## src/rtl/mem_port_arbiter.sv

```systemverilog
// Shares one single-port synchronous RAM between the fetch port (if_*) and the load/store port (ds_*).
// Define MEM_ARB_RR_EN for round-robin arbitration; default is fixed ds priority with a fetch starvation guard.
module mem_port_arbiter #(
    parameter int ADDR_W     = 32,
    parameter int DATA_W     = 32,
    parameter int MEM_LAT    = 1,
    parameter int STARVE_MAX = 4
) (
    input  logic                  clk,
    input  logic                  reset,
    input  logic                  if_req,
    input  logic [ADDR_W-1:0]     if_addr,
    output logic                  if_gnt,
    output logic                  if_rvalid,
    output logic [DATA_W-1:0]     if_rdata,
    input  logic                  ds_req,
    input  logic                  ds_we,
    input  logic [ADDR_W-1:0]     ds_addr,
    input  logic [DATA_W-1:0]     ds_wdata,
    input  logic [DATA_W/8-1:0]   ds_be,
    output logic                  ds_gnt,
    output logic                  ds_rvalid,
    output logic [DATA_W-1:0]     ds_rdata,
    output logic                  mem_en,
    output logic                  mem_we,
    output logic [ADDR_W-1:0]     mem_addr,
    output logic [DATA_W-1:0]     mem_wdata,
    output logic [DATA_W/8-1:0]   mem_be,
    input  logic [DATA_W-1:0]     mem_rdata,
    output logic                  busy,
    output logic [1:0]            o_dbg_state
);

    localparam logic [3:0] LAT_LAST = 4'(MEM_LAT - 1);

    typedef enum logic [1:0] {
        S_IDLE = 2'd0,
        S_WAIT = 2'd1,
        S_RESP = 2'd2
    } state_t;

    typedef enum logic [1:0] {
        OWN_NONE = 2'd0,
        OWN_IF   = 2'd1,
        OWN_DS   = 2'd2
    } owner_t;

    state_t              r_state;
    owner_t              r_owner;
    logic [3:0]          r_lat_cnt;
    logic                r_is_write;
    logic                r_if_rvalid;
    logic                r_ds_rvalid;
    logic [DATA_W-1:0]   r_if_rdata;
    logic [DATA_W-1:0]   r_ds_rdata;

    logic                w_can_grant;
    logic                w_ds_wins;
    logic                w_gnt_if;
    logic                w_gnt_ds;
    logic                w_lat_done;

    // Grants are only issued from IDLE or RESP; a reset cycle never issues one.
    assign w_can_grant = !reset && ((r_state == S_IDLE) || (r_state == S_RESP));
    assign w_lat_done  = (r_lat_cnt == LAT_LAST);

`ifdef MEM_ARB_RR_EN
    logic r_last_ds;

    assign w_ds_wins = !r_last_ds;

    always_ff @(posedge clk) begin
        if (reset) begin
            r_last_ds <= 1'b0;
        end else if (w_gnt_ds) begin
            r_last_ds <= 1'b1;
        end else if (w_gnt_if) begin
            r_last_ds <= 1'b0;
        end
    end
`else
    localparam logic [7:0] STARVE_LIM = 8'(STARVE_MAX);

    logic [7:0] r_starve_cnt;

    assign w_ds_wins = (r_starve_cnt != STARVE_LIM);

    // Counts data grants that bypassed a waiting fetch; saturates at the limit.
    always_ff @(posedge clk) begin
        if (reset) begin
            r_starve_cnt <= 8'd0;
        end else if (w_gnt_if || (w_gnt_ds && !if_req)) begin
            r_starve_cnt <= 8'd0;
        end else if (w_gnt_ds && (r_starve_cnt != STARVE_LIM)) begin
            r_starve_cnt <= r_starve_cnt + 8'd1;
        end
    end
`endif

    assign w_gnt_ds = w_can_grant && ds_req && (!if_req || w_ds_wins);
    assign w_gnt_if = w_can_grant && if_req && !w_gnt_ds;

    always_ff @(posedge clk) begin
        if (reset) begin
            r_state     <= S_IDLE;
            r_owner     <= OWN_NONE;
            r_lat_cnt   <= 4'd0;
            r_is_write  <= 1'b0;
            r_if_rvalid <= 1'b0;
            r_ds_rvalid <= 1'b0;
            r_if_rdata  <= '0;
            r_ds_rdata  <= '0;
        end else begin
            r_if_rvalid <= 1'b0;
            r_ds_rvalid <= 1'b0;
            r_if_rdata  <= '0;
            r_ds_rdata  <= '0;
            case (r_state)
                S_IDLE, S_RESP: begin
                    if (w_gnt_if || w_gnt_ds) begin
                        r_state    <= S_WAIT;
                        r_lat_cnt  <= 4'd0;
                        r_owner    <= w_gnt_ds ? OWN_DS : OWN_IF;
                        r_is_write <= w_gnt_ds && ds_we;
                    end else begin
                        r_state    <= S_IDLE;
                        r_owner    <= OWN_NONE;
                        r_is_write <= 1'b0;
                    end
                end
                S_WAIT: begin
                    if (w_lat_done) begin
                        // mem_rdata is valid in this cycle; register it for the owner only.
                        r_state <= S_RESP;
                        if (r_owner == OWN_IF) begin
                            r_if_rvalid <= 1'b1;
                            r_if_rdata  <= mem_rdata;
                        end else if (r_owner == OWN_DS) begin
                            r_ds_rvalid <= 1'b1;
                            r_ds_rdata  <= r_is_write ? '0 : mem_rdata;
                        end
                    end else begin
                        r_lat_cnt <= r_lat_cnt + 4'd1;
                    end
                end
                default: begin
                    r_state <= S_IDLE;
                    r_owner <= OWN_NONE;
                end
            endcase
        end
    end

    assign if_gnt      = w_gnt_if;
    assign ds_gnt      = w_gnt_ds;
    assign mem_en      = w_gnt_if || w_gnt_ds;
    assign mem_we      = w_gnt_ds && ds_we;
    assign mem_addr    = w_gnt_ds ? ds_addr : (w_gnt_if ? if_addr : '0);
    assign mem_wdata   = mem_we ? ds_wdata : '0;
    assign mem_be      = mem_we ? ds_be : '0;

    assign if_rvalid   = r_if_rvalid;
    assign if_rdata    = r_if_rdata;
    assign ds_rvalid   = r_ds_rvalid;
    assign ds_rdata    = r_ds_rdata;
    assign busy        = (r_state != S_IDLE);
    assign o_dbg_state = r_state;

endmodule

```

## config.mk

```make
export PLATFORM = sky130hd
export DESIGN_NAME = mem_port_arbiter
export DESIGN_NICKNAME = d
export VERILOG_FILES = /design/src/rtl/mem_port_arbiter.sv
export SDC_FILE = /design/constraint.sdc
export NUM_CORES = 1
export LEC_CHECK = 0
export BUFFER_PORTS_ARGS = -buffer_cell sky130_fd_sc_hd__buf_2
export CAP_MARGIN = 0
export CELL_PAD_IN_SITES_DETAIL_PLACEMENT = 1
export CELL_PAD_IN_SITES_GLOBAL_PLACEMENT = 2
export CORE_MARGIN = 2
export CORE_UTILIZATION = 21
export CTS_CLUSTER_SIZE = 24
export DETAILED_ROUTE_END_ITERATION = 10
export PLACE_DENSITY = 0.95
export SLEW_MARGIN = 5
export SYNTH_ARGS = -nofsm -noshare
export SYNTH_HDL_FRONTEND = slang
export SYNTH_SLANG_ARGS = --single-unit
```

## constraint.sdc

```tcl
create_clock -name clk -period 3.1 [get_ports clk]
set_input_delay 0.62 -clock clk [delete_from_list [all_inputs] [get_ports clk]]
set_output_delay 0.62 -clock clk [all_outputs]
set_load 0.01 [all_outputs]
```

==> metrics.md <==
| Metric | Value |
|---|---|
| Status | `finished clean` |
| Flops & latches, synth | `83` |
| Starting DRT DRC Count | `114` |
| Tcrit/Tclk final | `93.2%` |
| H-tree depth | `3` |
| Cells after Synth | `319` |
| Final min period | `2890 ps` |
| CTS Sinks | `83` |
| Die area | `0.0166 mm^2` |
| IO buf count | `277` |
| Top Ports | `approximately 280` |
| Worst R2R Setup Slack | `1130 ps` |
| Area leader, netlist | `dfxtp_1` |
| Synth area leaders | `dfxtp_1 (51%), and2_1 (19%), a22o_1 (8.6%), xnor2_1 (1.9%), buf_2 (1.7%)` |
| # rows | `45` |
| Worst Setup EP | `mem_addr[27]` |
| Via-per-instance ratio | `4.26` |
| CTS tree | `built` |
| Final setup TNS | `0 ps` |
| Pwr per Cell Area | `475 mW/mm^2` |
| DP HPWL | `11.7 mm` |
| CP startpoint | `r_starve_cnt[0]$_SDFFE_PP0P_` |
| DR WL/cell | `18.2 um` |
| FF-to-FF End | `ds_rdata[6]$_SDFF_PP0_` |
| Worst Hold Class | `primary input to flip-flop` |
| Post-synth ARST share | `0%` |
| Worst reg-to-reg path cell count | `7` |
| Synth Area per Inst | `10.2 um^2` |
| Fin nets | `738` |
| Synth warn | `0` |
| Commonest cells post-synth | `and2_1 (101), dfxtp_1 (83), a22o_1 (32)` |
| Drt first pass iters | `4` |
| Final Wtd Congestion | `0.880` |
| Max Fclk | `346 MHz` |
| Crit path capture type | `output port` |
| Die height | `approximately 130 um` |
| Unique masters post-synth | `43` |
| Reg-to-reg startpoint | `r_lat_cnt[0]$_SDFFE_PP0P_` |
| Layout area overhead | `58.5%` |
| Via count | `3368` |
| Initial Util | `21.5%` |
| GRT Util Overall | `16.6%` |
| Combinational share of power | `approximately an eighth` |
| Unrepaired setup endpoints after global routing | `false` |
| Crit path kind | `flip-flop to output port` |
| Count leader, synth | `and2_1` |
| Initial antenna violation count | `1` |
| Clk_lat worst skew | `around 340 ps` |
| First-pass GRT wire length | `20.1 mm` |
| DR DRC count | `0` |
| Post-route ant nets | `0` |
| Setup-failing EPs final | `0` |
| Final Max Slew Viols | `0` |
| Placeable Area | `~0.015 mm^2` |
| Leakage power | `2.76 nW` |
| Slew @ Worst Pin | `611 ps` |
| Vias in the first global route | `3291` |
| Post-synth EDFFs | `0` |
| Clock Power Share | `44.1%` |
| Worst EP required | `2480 ps` |
| Post-synthesis sequential area ratio | `50.9%` |
| TritonCTS Buffers | `9` |
| Pint | `~1.9 mW` |
| Reported max-cap violation count | `0` |
| Synth Flop Type | `dfxtp_1` |
| Post-synth net total | `460` |
| Clk pin slew, worst setup/hold paths | `roughly 60 ps` |
| Switching pwr | `0.603 mW` |
| Setup Skew | `3.92 ps` |
| CTS Root Buffer Type | `clkbuf_16` |
| Fill cells | `1824` |
| Largest net degree at the start of global routing | `38` |
| Sequential Power Share | `~44%` |
| Setup bufs post-CTS | `0` |
| Die X | `roughly 130 um` |
| Post-Route WL | `14.4 mm` |
| CTS max path bufs | `2` |
| Net Sw Frac | `24.6%` |
| Yosys top cell area share | `roughly 51%` |
| Worst-path fanout max | `17` |
| Share of layout cells above drive strength 1 | `a little over half` |
| Crit start category | `flip-flop` |
| Max_slew headroom | `59.3%` |
| Hold Vio Cnt, Final | `0` |
| Power, Total | `~2.5 mW` |
| Gr ovfl total | `0` |
| Synthesized area | `0.00326 mm^2` |
| WP data arrival | `~2300 ps` |
| Worst IR Drop VDD | `0.257 mV` |
## logic make-up (layout without fill, tap and decap cells)
kind of cell / Yosys count / after routing / share of synthesized area, %
DFF: 83 / 83 / 50.9
AOI/OAI and AO/OA: 48 / 48 / 12.2
and+or+nand+nor: 148 / 149 / 28.9
adders and majority gates: 4 / 4 / 1.53
other: 0 / 1 / 0
buffers and inverters: 27 / 309 / 3.95
xor gates and xnor gates: 8 / 8 / 2.15
muxes: 1 / 1 / 0.307
## worst min-delay path by stage
| stage | start | end | slack, ps | cells past startpoint |
|---|---|---|---|---|
| after CTS | mem_rdata[6] | if_rdata[6]$_SDFF_PP0_ | 480 | 2 |
| after detailed placement | r_is_write$_SDFFE_PP0P_ | r_is_write$_SDFFE_PP0P_ | 500 | 2 |
| final | mem_rdata[17] | ds_rdata[17]$_SDFF_PP0_ | 490 | 2 |
| after global placement | r_lat_cnt[3]$_SDFFE_PP0P_ | r_lat_cnt[3]$_SDFFE_PP0P_ | 480 | 2 |
| after floorplan | r_lat_cnt[3]$_SDFFE_PP0P_ | r_lat_cnt[3]$_SDFFE_PP0P_ | 460 | 2 |
| after global routing | mem_rdata[3] | if_rdata[3]$_SDFF_PP0_ | 480 | 2 |
## placed cells by master (no fill, tap or decap), types with 2 or more instances in the layout
cell	instances
a21oi_1	4
buf_4	8
nand4_1	2
clkbuf_16	9
nor3_1	4
or2_2	2
xnor2_1	7
or3_1	2
nand3_1	3
nor2_4	2
nor2_1	13
nor3b_1	2
dfxtp_1	83
o21ai_0	2
a22o_1	32
inv_1	8
a211oi_1	2
nand2_1	6
buf_2	277
a21boi_0	2
clkinv_2	2
ha_1	4
and2_1	101
## state kept, by name, indices dropped and copies added (netlist names)
name and flops:
ds_rvalid 1, if_rvalid 1, if_rdata 32, r_lat_cnt 4
o_dbg_state 2, ds_rdata 32, r_starve_cnt 8, r_is_write 1
r_owner 2
## power by group through the flow
stage	Combinational, mW	Clock, mW	Sequential, mW
6_report	0.292	1.08	1.08
5_1_grt	0.319	1.17	1.08
4_1_cts	0.291	1.12	1.08
3_5_place_dp	0.289	0	1.11
3_3_place_gp	0.283	0	1.11
2_1_floorplan	0.122	0	1.11
## critical path, stage by stage, from the launching register on
cell      delay, ps
dfxtp_1         410
inv_1            70
ha_1            180
and4bb_2        290
a21oi_2         410
nor2_4          180
a22o_1          230
buf_2           150
## layout make-up
class	instances	area, um^2	share of cell area [%]
clock buffers	9	225	4.35
inverters	8	30.0	0.581
flip-flops and latches	83	1660	32.1
repair buffers	285	1450	28.0
diodes	1	2.50	0.0484
multi-input cells	210	1500	28.9
clock inverters	7	76.3	1.48
well taps	188	235	4.55
## metrics by stage
step / setup slack (ps) / cells / util [%] / hold WS (ps) / instance area [um^2]
2_1_floorplan: 766 / 319 / - / 461 / 3260
3_3_place_gp: -21.4 / 773 / 31.9 / 481 / 4850
3_5_place_dp: -49.4 / 773 / 31.9 / 498 / 4850
4_1_cts: 69.3 / 789 / 33.9 / 476 / 5160
5_1_grt: 18.0 / 791 / 34.0 / 478 / 5170
6_report: 210 / 791 / 34.0 / 492 / 5170
## what timing repair did
| action | in CTS | in global routing |
|---|---|---|
| hold buffers | 0 | 0 |
| endpoints found under the setup margin | 33 | 32 |
| cloned | 0 | 1 |
| resized for setup | 1 | 1 |
| pin swaps | 0 | 1 |
## layer usage
metal	vias to the layer above	share of wire, %	GRT usage (%)
met1	1580	39	17.9
met3	19	7.5	4.78
met5	-	0	0
met2	150	51	30.1
met4	0	3.1	7.23
li1	1619	-	-
Note: power is estimated with default switching activity, not from simulation.
